`config.mk`:
```
export PLATFORM = sky130hd
export DESIGN_NAME = slt_pipe_unit
export DESIGN_NICKNAME = d
export VERILOG_FILES = /design/src/rtl/cmp_pkg.sv /design/src/rtl/cmp_flags.sv /design/src/rtl/slt_pipe_unit.sv
export SDC_FILE = /design/constraint.sdc
export NUM_CORES = 1
export LEC_CHECK = 0
export CORE_MARGIN = 2
export CORE_UTILIZATION = 45
export CTS_CLUSTER_DIAMETER = 150
export DETAILED_ROUTE_END_ITERATION = 12
export GPL_TIMING_DRIVEN = 0
export PLACE_DENSITY = 0.7
export SLEW_MARGIN = 0
export SYNTH_ARGS = -nofsm -noshare
export SYNTH_HDL_FRONTEND = slang
export SYNTH_SLANG_ARGS = --single-unit
```
`constraint.sdc`:
```
create_clock -name clk -period 4.8 [get_ports clk]
set_input_delay 0.48 -clock clk [delete_from_list [all_inputs] [get_ports clk]]
set_output_delay 0.48 -clock clk [all_outputs]
set_load 0.02 [all_outputs]
```
`src/rtl/cmp_pkg.sv`:
```
// Shared compare-mode encoding and flag bit positions for the execute stage,
// the branch comparator and the pipelined set-on-less-than unit.
package cmp_pkg;
  localparam logic [2:0] CMP_SLT  = 3'd0;
  localparam logic [2:0] CMP_SLTU = 3'd1;
  localparam logic [2:0] CMP_SEQ  = 3'd2;
  localparam logic [2:0] CMP_SNE  = 3'd3;
  localparam logic [2:0] CMP_SLE  = 3'd4;
  localparam logic [2:0] CMP_SLEU = 3'd5;
  localparam logic [2:0] CMP_MIN  = 3'd6;
  localparam logic [2:0] CMP_MAXU = 3'd7;

  localparam int FLG_NEG    = 0;
  localparam int FLG_OVF    = 1;
  localparam int FLG_BORROW = 2;
  localparam int FLG_ZERO   = 3;
endpackage

```
`src/rtl/cmp_flags.sv`:
```
// Combinational A-B flag generator: one WIDTH+1-bit subtraction yields
// neg, signed overflow, unsigned borrow and zero.
module cmp_flags
  import cmp_pkg::*;
#(
  parameter int WIDTH = 32
) (
  input  logic [WIDTH-1:0] a,
  input  logic [WIDTH-1:0] b,
  output logic [3:0]       flags
);
  logic [WIDTH:0] diff;

  // Carry out of A + ~B + 1 is the inverse of the unsigned borrow.
  assign diff = {1'b0, a} + {1'b0, ~b} + {{WIDTH{1'b0}}, 1'b1};

  always_comb begin
    flags             = '0;
    flags[FLG_NEG]    = diff[WIDTH-1];
    flags[FLG_BORROW] = ~diff[WIDTH];
    flags[FLG_OVF]    = (a[WIDTH-1] != b[WIDTH-1]) && (diff[WIDTH-1] != a[WIDTH-1]);
    flags[FLG_ZERO]   = (diff[WIDTH-1:0] == '0);
  end
endmodule

```
`src/rtl/slt_pipe_unit.sv`:
```
// Two-stage set-on-less-than / min / max functional unit with valid/ready
// handshake, tag passthrough and synchronous flush.
module slt_pipe_unit
  import cmp_pkg::*;
#(
  parameter int WIDTH = 32,
  parameter int TAGW  = 5
) (
  input  logic             clk,
  input  logic             reset_n,
  input  logic             flush,
  input  logic             in_valid,
  output logic             in_ready,
  input  logic [2:0]       in_mode,
  input  logic [WIDTH-1:0] in_a,
  input  logic [WIDTH-1:0] in_b,
  input  logic [TAGW-1:0]  in_tag,
  output logic             out_valid,
  input  logic             out_ready,
  output logic [WIDTH-1:0] out_result,
  output logic [TAGW-1:0]  out_tag,
  output logic [3:0]       out_flags
);
  if (WIDTH < 8 || WIDTH > 64) begin : g_bad_width
    $error("slt_pipe_unit: WIDTH must be in 8..64");
  end

  // Handshake: a transfer happens on an edge where valid && ready at a port.
  // A stage advances when it is empty or its consumer takes its contents;
  // in_ready is combinational from out_ready and never looks at in_valid.
  logic adv1, adv2;
  logic s1_valid, s2_valid;
  logic [WIDTH-1:0] s1_a, s1_b;
  logic [2:0]       s1_mode;
  logic [TAGW-1:0]  s1_tag;
  logic [3:0]       s1_flags;
  logic [3:0]       flags_c;
  logic [WIDTH-1:0] sel_result;
  logic             slt, ult, zero, set_bit;

  assign adv2      = ~s2_valid | out_ready;
  assign adv1      = ~s1_valid | adv2;
  assign in_ready  = adv1;
  assign out_valid = s2_valid;

  cmp_flags #(.WIDTH(WIDTH)) u_flags (
    .a     (in_a),
    .b     (in_b),
    .flags (flags_c)
  );

  always_ff @(posedge clk or negedge reset_n) begin
    if (!reset_n) begin
      s1_valid <= 1'b0;
      s1_a     <= '0;
      s1_b     <= '0;
      s1_mode  <= '0;
      s1_tag   <= '0;
      s1_flags <= '0;
    end else begin
      if (flush)     s1_valid <= 1'b0;
      else if (adv1) s1_valid <= in_valid;
      if (adv1 && in_valid) begin
        s1_a     <= in_a;
        s1_b     <= in_b;
        s1_mode  <= in_mode;
        s1_tag   <= in_tag;
        s1_flags <= flags_c;
      end
    end
  end

  always_comb begin
    slt        = s1_flags[FLG_NEG] ^ s1_flags[FLG_OVF];
    ult        = s1_flags[FLG_BORROW];
    zero       = s1_flags[FLG_ZERO];
    set_bit    = 1'b0;
    sel_result = '0;
    case (s1_mode)
      CMP_SLT:  set_bit = slt;
      CMP_SLTU: set_bit = ult;
      CMP_SEQ:  set_bit = zero;
      CMP_SNE:  set_bit = ~zero;
      CMP_SLE:  set_bit = slt | zero;
      CMP_SLEU: set_bit = ult | zero;
      default:  set_bit = 1'b0;
    endcase
    if (s1_mode == CMP_MIN)       sel_result = slt ? s1_a : s1_b;
    else if (s1_mode == CMP_MAXU) sel_result = ult ? s1_b : s1_a;
    else                          sel_result = {{(WIDTH-1){1'b0}}, set_bit};
  end

  // Output registers only load on advance, so they hold while stalled.
  always_ff @(posedge clk or negedge reset_n) begin
    if (!reset_n) begin
      s2_valid   <= 1'b0;
      out_result <= '0;
      out_tag    <= '0;
      out_flags  <= '0;
    end else begin
      if (flush)     s2_valid <= 1'b0;
      else if (adv2) s2_valid <= s1_valid;
      if (adv2 && s1_valid) begin
        out_result <= sel_result;
        out_tag    <= s1_tag;
        out_flags  <= s1_flags;
      end
    end
  end
endmodule

```
Word-level counts from Yosys, hierarchy flattened
Index checks and enable logic that the tools add are counted.
{"block": "classes", "eq_ne": 9, "n_reduce_logical": 7, "magnitude_cmp": 0, "mul": 0, "n_shift": 0, "muxes": 9, "bitwise": 10, "n_addsub": 2, "div": 0}
{"operator": "32-bit two-way mux", "n": 4}
{"operator": "32-bit by 32-bit adder with 33-bit output", "n": 1}
{"operator": "33-bit by 1-bit adder with 33-bit output (second input constant)", "n": 1}
{"operator": "32-bit logical NOT", "n": 1}
{"operator": "32-bit inverter", "n": 1}
{"operator": "3-bit == test (second input constant)", "n": 4}
{"operator": "3-bit by 2-bit == test with 1-bit output (second input constant)", "n": 2}
{"operator": "1-bit case mux with 6 select lines", "n": 1}
{"operator": "1-bit two-way mux", "n": 4}
{"operator": "1-bit inverter", "n": 4}
{"operator": "1-bit bitwise OR", "n": 4}
{"operator": "2-bit nonzero test", "n": 2}
{"operator": "3-bit by 1-bit == test with 1-bit output (second input constant)", "n": 1}
{"operator": "1-bit logical AND", "n": 3}
{"operator": "3-bit logical NOT", "n": 1}
{"operator": "1-bit inequality test", "n": 2}
{"operator": "1-bit XOR", "n": 1}
{"block": "totals", "input_bits": 77, "output_inout_bits": 43, "latch_bits": 0, "n_memories": 0, "rom_bits": 0, "ramBits": 0, "regBits": 119}

Longest topological paths before layout
Gate-level depths: netlist (run 1).
{"block": "logic_depth", "word_depth": 5, "ltp_mapped": 12, "ltp_nobuf": 12}

Modules after synthesis
Synthesis (run 1) repeated with hierarchy kept, for this count alone.
{"block": "unflattened", "cells_unflattened": 641, "area_unflattened_um2": 6850.3}
{"module": "slt_pipe_unit", "seq_area_each_um2": 2977.9, "cells_per_inst": 338, "area_per_inst_um2": 4824.6, "instances": 1}
{"module": "cmp_flags", "seq_area_each_um2": 0.0, "cells_per_inst": 303, "area_per_inst_um2": 2025.7, "instances": 1}

Worst setup path after synthesis (run 1)
No wires, ideal clock.
{"block": "synth_timing", "kind": "input-to-reg", "start": "input in_a[0]", "end": "register s1_flags[3]", "t_arrival_ns": 2.906, "setup_slack_ns": 1.818, "path_buffers": 0, "path_stages": 12, "path_cell_list": "inv_1 ha_1 fa_1 nand2b_1 a211oi_1 o211ai_1 a31oi_1 xnor2_1 o311ai_0 a2111oi_0 nand4_1 o21ai_1"}
{"block": "synth_via", "elab_chain_len": 3}
{"element": "start, declared", "line_no": "slt_pipe_unit.sv:15", "rtl": "input logic [WIDTH-1:0] in_a,"}
{"element": "32-bit by 32-bit adder with 33-bit output", "line_no": "cmp_flags.sv:15", "rtl": "assign diff = {1'b0, a} + {1'b0, ~b} + {{WIDTH{1'b0}}, 1'b1};"}
{"element": "33-bit by 1-bit adder with 33-bit output", "line_no": "cmp_flags.sv:15"}
{"element": "32-bit logical NOT", "line_no": "cmp_flags.sv:22", "rtl": "flags[FLG_ZERO] = (diff[WIDTH-1:0] == '0);"}
{"element": "end signal, assigned", "line_no": "slt_pipe_unit.sv:68", "rtl": "s1_flags <= flags_c;"}
{"element": "end, declared", "line_no": "slt_pipe_unit.sv:36", "rtl": "logic [3:0] s1_flags;"}
No other way between the ends.
A chain may end at the register's enable or synchronous reset.

Worst setup path after layout (run 1)
{"block": "layout_timing", "start": "input in_b[9]", "end": "register s1_flags[3]"}
{"block": "layout_via", "elab_chain_len": 4}
{"element": "start, declared", "line_no": "slt_pipe_unit.sv:16", "rtl": "input logic [WIDTH-1:0] in_b,"}
{"element": "32-bit inverter", "line_no": "cmp_flags.sv:15"}
{"element": "32-bit by 32-bit adder with 33-bit output", "line_no": "cmp_flags.sv:15"}
{"element": "33-bit by 1-bit adder with 33-bit output", "line_no": "cmp_flags.sv:15"}
{"element": "32-bit logical NOT", "line_no": "cmp_flags.sv:22"}
No other way between the ends.

==> impl_metrics.ini, run 1 <==
[run_status]
status = complete, no violations

[layout]
diodes = 0
regArea_um2 = 2980
final_layout_size_suffix_gt1_share_pct = 11.1
final_cells = 1051
filler_cell_count = 1289
multi_input_area_um2 = 3580
layout.nets = 963
synthToLayoutAreaGrowth_pct = 29.8

[yosys]
netlist.area_leader.share_pct = 43.4
synth_most_common_cell = dfrtp_1
synth_common_cells = dfrtp_1 (119), nand2_1 (103), o21ai_0 (78), mux2_2 (49), inv_1 (46)
ys_async_sr_fraction_pct = 100
syn_inst = 714
yosysSeqAreaShare_pct = 43.4
synth-edff-count = 0
syn_area_per_cell_um2 = 9.62
synth.area.top_cells = dfrtp_1 (43%), mux2_2 (8.0%), ha_1 (5.8%)
synth_cell_types = 64
synth_flop_cell = dfrtp_1
syn_area_um2 = 6870
ys_seq_elements = 119
yosys_warnings = 0
yosysTopAreaCell = dfrtp_1
syn_nets = 824

[sta]
max_freq_mhz = 266
tightest_slew_ns = 0.999
fin_crit_sh_pct = 78.4
hold_viol_final = 0
rsz0062_at_grt = false
setup_violations = 0
min_period_ns = 3.76
whs_ns = 0.0270
skew_ns = 0.00493
worst_slack_ns = 1.04
relSlewSlack_pct = 33.4
slew_violations = 0

[clocking]
cts_buffer_depth = 2
worstSkewPairLatency_ns = 0.41
cts_tree = done
cts_sinks = 119
cts_buffers = 17
clk_pin_slew_ns = 0.05
cts_hold_buf = 0
cts.htree.levels = 4
post-cts-setup-buffers = 0
post_cts_resized = 0
cts-root-buf = clkbuf_16

[power_and_ir_drop]
p_per_area_nw_per_um2 = 376
internal_power_mw = 2.38
ir_drop_mv = 0.214
clock_power_share_pct = 38.2
power.leakage_nw = 3.93
netSwitchingFraction_pct = 29.0
total_power_mw = 3.35
p_sw_mw = 0.972
comb_power_share_pct = 26.2
seqPwrFrac_pct = 35.6

[min_path]
hold_path.class = primary input to asynchronous set/reset pin

[drt]
drtIter0Drc = 359
drtAntennaViolNets = 0
vias = 5789
viasPerCell = 5.51
wirelength_um = 18100
drc = 0
dr.pass1.iters = 5
wl_per_cell_um = 17.2

[die]
start_util_pct = 45.7
die_h_um = 128
ios = 120
coreArea_um2 = 15000
fp.dieArea_um2 = 16300
fp.dieW_um = 128
rows = 45

[setup_path]
r2r_cells = 6
end_kind = flip-flop
path_class = primary input to flip-flop
required_ns = 5.14
crit_fanout = 10
worst_ep_arrival_time_ns = 4.10
cp-start-kind = primary input

[global_routing]
overflow = 0
grt_pass1_wl_um = 29300
grtUsageTotal_pct = 22.9
antenna_found_initial = 0
grt_pass1_vias = 5866
grt_max_degree = 62

[place]
dp.cells = 1022
pre_cts_slack_ns = 0.635
dp_hpwl_um = 13800
gp_congestion = 0.890
portBuffers = 119

[run]
cap_viol_max_count = 0
==> worst max-delay path, cell delays in order <==
cell and delay, ns:
clkdlybuf4s50_1 0.45, inv_1 0.06, ha_1 0.30, clkbuf_1 0.40, nand4_1 0.24, nor3_1 0.36
o211ai_1 0.37, a31oi_1 0.31, xnor2_1 0.19, o311ai_0 0.19, a2111oi_0 0.42, nand4_1 0.18
o21ai_1 0.14
==> layout make-up <==
class / instances / share of cell area (%)
clock inverters: 9 / 1.42
inverters: 46 / 1.94
well taps: 188 / 2.64
flip-flops and latches: 119 / 33.4
repair buffers: 120 / 13.7
plain buffers: 32 / 1.49
multi-input cells: 517 / 40.2
clock buffers: 20 / 5.24
==> state kept, by name (all words and copies together), names as in the netlist, 3 cells and up <==
signal,flops
out_tag,5
s1_flags,4
out_result,32
s1_b,32
out_flags,4
s1_a,32
s1_tag,5
s1_mode,3
==> cells by family (layout without fill, tap and decap cells) <==
group / Yosys count / count (layout) / share of synthesized area (%)
xor gates and xnor gates: 19 / 19 / 2.42
DFF: 119 / 119 / 43.4
muxes: 85 / 85 / 13.3
AOI/OAI and AO/OA: 199 / 199 / 18.3
buffers and inverters: 78 / 227 / 4.45
and+or+nand+nor: 181 / 181 / 12.1
adders and majority gates: 33 / 33 / 6.12
==> placed cells by master, fill, tap and decap left out, types with 10 or more instances in the layout <==
cell type	count
a21oi_1	40
clkbuf_1	27
clkbuf_16	17
clkdlybuf4s50_1	118
dfrtp_1	119
ha_1	32
inv_1	46
mux2_2	49
mux2i_1	36
nand2_1	103
nor2_1	23
o21ai_0	78
xnor2_1	10
==> stage by stage <==
| step | TNS [ns] | utilization, % | cell area, um2 |
|---|---|---|---|
| CTS | 0 | 59.3 | 8910 |
| finish | 0 | 59.3 | 8910 |
| global placement | -131.68 | 55.2 | 8290 |
| detailed placement | 0 | 55.3 | 8320 |
| floorplan | 0 | - | 6870 |
| global route | 0 | 59.3 | 8910 |
==> layer usage <==
metal | vias to the layer above | global-route usage, % | share of wire [%]
li1 | 2827 | - | -
met1 | 2798 | 29.9 | 46
met2 | 140 | 37.4 | 47
met3 | 24 | 5.19 | 4.0
met4 | 0 | 8.47 | 2.3
met5 | - | 0 | 0
==> power groups by stage <==
stage | Combinational, mW | Sequential [mW] | Clock (mW)
detailed placement | 0.878 | 1.21 | 0
finish | 0.876 | 1.19 | 1.28
global placement | 0.863 | 1.20 | 0
CTS | 0.882 | 1.19 | 1.30
global route | 0.963 | 1.21 | 1.35
floorplan | 0.475 | 1.26 | 0
==> path summary, 6_finish.rpt <==
kind / start / endpoint / slack (ns)
worst min register to register: out_result[27] / out_result[27] / 0.48
worst min-delay path: reset_n / s1_tag[1] / 0.03
max in group asynchronous: reset_n / s1_a[14] / 4.08
worst max register to register: s1_flags[1] / out_result[13] / 2.33
min in group clk: out_result[27] / out_result[27] / 0.48
worst max-delay path: in_b[9] / s1_flags[3] / 1.04
No activity file was read; power rests on OpenSTA's default activity.
==> run 2, diff against run 1 <==
--- a/config.mk
+++ b/config.mk
@@ -10,7 +10,7 @@
 export CTS_CLUSTER_DIAMETER = 150
 export DETAILED_ROUTE_END_ITERATION = 12
 export GPL_TIMING_DRIVEN = 0
-export PLACE_DENSITY = 0.7
+export PLACE_DENSITY = 0.72
 export SLEW_MARGIN = 0
 export SYNTH_ARGS = -nofsm -noshare
 export SYNTH_HDL_FRONTEND = slang
==> constraint.sdc (replaced) <==
create_clock -name clk -period 3.4 [get_ports clk]
set_input_delay 0.34 -clock clk [delete_from_list [all_inputs] [get_ports clk]]
set_output_delay 0.34 -clock clk [all_outputs]
set_load 0.02 [all_outputs]
==> impl_metrics.ini, run 2 (synthesized netlist as in run 1, its figures left out) <==
[run_status]
status = complete, no violations

[sta]
min_period_ns = 3.20
setup_violations = 0
relSlewSlack_pct = 36.9
whs_ns = 0.434
slew_violations = 0
fin_crit_sh_pct = 94.1
max_freq_mhz = 313
setup_tns_ns = 0
tightest_slew_ns = 0.946
rsz0062_at_grt = false
skew_ns = 0.00536
hold_viol_final = 0

[layout]
top_regs = out_result: 32 flops, s1_a: 32 flops, s1_b: 32 flops
stdcell_area_um2 = 8930
regArea_um2 = 2980
final_cell_mix = dfrtp_1 (119), clkdlybuf4s50_1 (118), nand2_1 (103), o21ai_0 (78), mux2_2 (49)
synthToLayoutAreaGrowth_pct = 30.1
final_layout_size_suffix_gt1_share_pct = 11.5
diodes = 0
final_common_cell = dfrtp_1
layout.nets = 965
filler_cell_count = 1323
final_cells = 1055
multi_input_area_um2 = 3600
final_util_pct = 59.4

[drt]
highest_layer = met4
dr.pass1.iters = 5
vias = 5767
drtIter0Drc = 411
wirelength_um = 17400
wl_met3_um = 858
viasPerCell = 5.47
drtAntennaViolNets = 0
wl_per_cell_um = 16.5
met1_length_um = 8090
drc = 0
met2_length_um = 8060

[setup_path]
cpPeakStageDelay_ns = 0.45
cp-start-kind = primary input
cp_slowest_cell = clkdlybuf4s50_1
path_cells = clkdlybuf4s50_1 > inv_1 > ha_1 > clkbuf_1 > nand4_1 > or3_1 > o2111a_1 > o21ai_1 > o21ai_0 > xnor2_1 > a2111oi_1 > nand4_1 > o21ai_1
crit_fanout = 10
end_kind = flip-flop
crit_family = compound AO/OA/AOI/OAI gates
worst_ep_arrival_time_ns = 3.55
path_class = primary input to flip-flop
cp.buffers_inverters = 3
required_ns = 3.75

[min_path]
hold_path.class = primary input to asynchronous set/reset pin

[global_routing]
grtUsageTotal_pct = 22.1
antenna_found_initial = 0
overflow = 0
grt_max_degree = 73
grt_pass1_vias = 5627
grt_pass1_wl_um = 28500

[power_and_ir_drop]
power.leakage_nw = 3.93
ir_drop_mv = 0.350
p_per_area_nw_per_um2 = 519

[place]
gp_congestion = 0.928
dp_hpwl_um = 12700
place_area_um2 = 8320
dp.cells = 1022
portBuffers = 119

[die]
ios = 120
rows = 45
fp.dieArea_um2 = 16300
coreArea_um2 = 15000
fp.dieW_um = 128
start_util_pct = 45.7
die_h_um = 128

[clocking]
cts_buffers = 17
cts_tree = done
cts-root-buf = clkbuf_16
cts.htree.levels = 4
cts_sinks = 119
worstSkewPairLatency_ns = 0.42
cts_buffer_depth = 2
clk_pin_slew_ns = 0.06

[run]
cap_viol_max_count = 0
run 2: path summary, 6_finish.rpt:
check,cells after the start,to,slack (ns),start
max in group asynchronous,3,s1_b[15],2.26,reset_n
hold reg to reg,2,out_result[28],0.47,out_result[28]
setup reg to reg,6,out_result[14],1.01,s1_flags[1]
hold / removal,2,out_tag[1],0.43,reset_n
min in group clk,2,out_result[28],0.47,out_result[28]
setup / recovery,13,s1_flags[3],0.20,in_b[9]
run 2: layout make-up:
cell class	count	share of cell area, %
plain buffers	32	1.50
clock buffers	24	5.62
clock inverters	7	0.770
inverters	46	1.93
multi-input cells	517	40.4
flip-flops and latches	119	33.3
well taps	188	2.63
repair buffers	122	13.9
run 2: per-layer routing:
layer	vias up	track usage (%)
met3	24	4.82
met5	-	0
li1	2843	-
met4	0	7.95
met1	2739	30.0
met2	161	35.0
run 2: what timing repair did:
| item | in CTS | in global routing |
|---|---|---|
| hold buffers | 1 | 0 |
| cloned | 0 | 0 |
| hold endpoints to repair | 47 | 0 |
| endpoints found under the setup margin | 1 | 2 |
| buffers inserted | 0 | 1 |
| resized for setup | 1 | 5 |
| pin swaps | 0 | 1 |
run 2: power breakdown:
part           switching (mW)  internal, mW  total (mW)
Combinational           0.653         0.575        1.23
Sequential             0.0962          1.59        1.68
Clock                   0.627          1.09        1.72
run 2: through the flow:
step / power (mW) / setup slack, ns
3_3_place_gp: 2.90 / -2.63
5_1_grt: 4.87 / 0.00507
3_5_place_dp: 2.93 / -0.441
2_1_floorplan: 2.45 / 0.558
6_report: 4.63 / 0.202
4_1_cts: 4.66 / 0.123
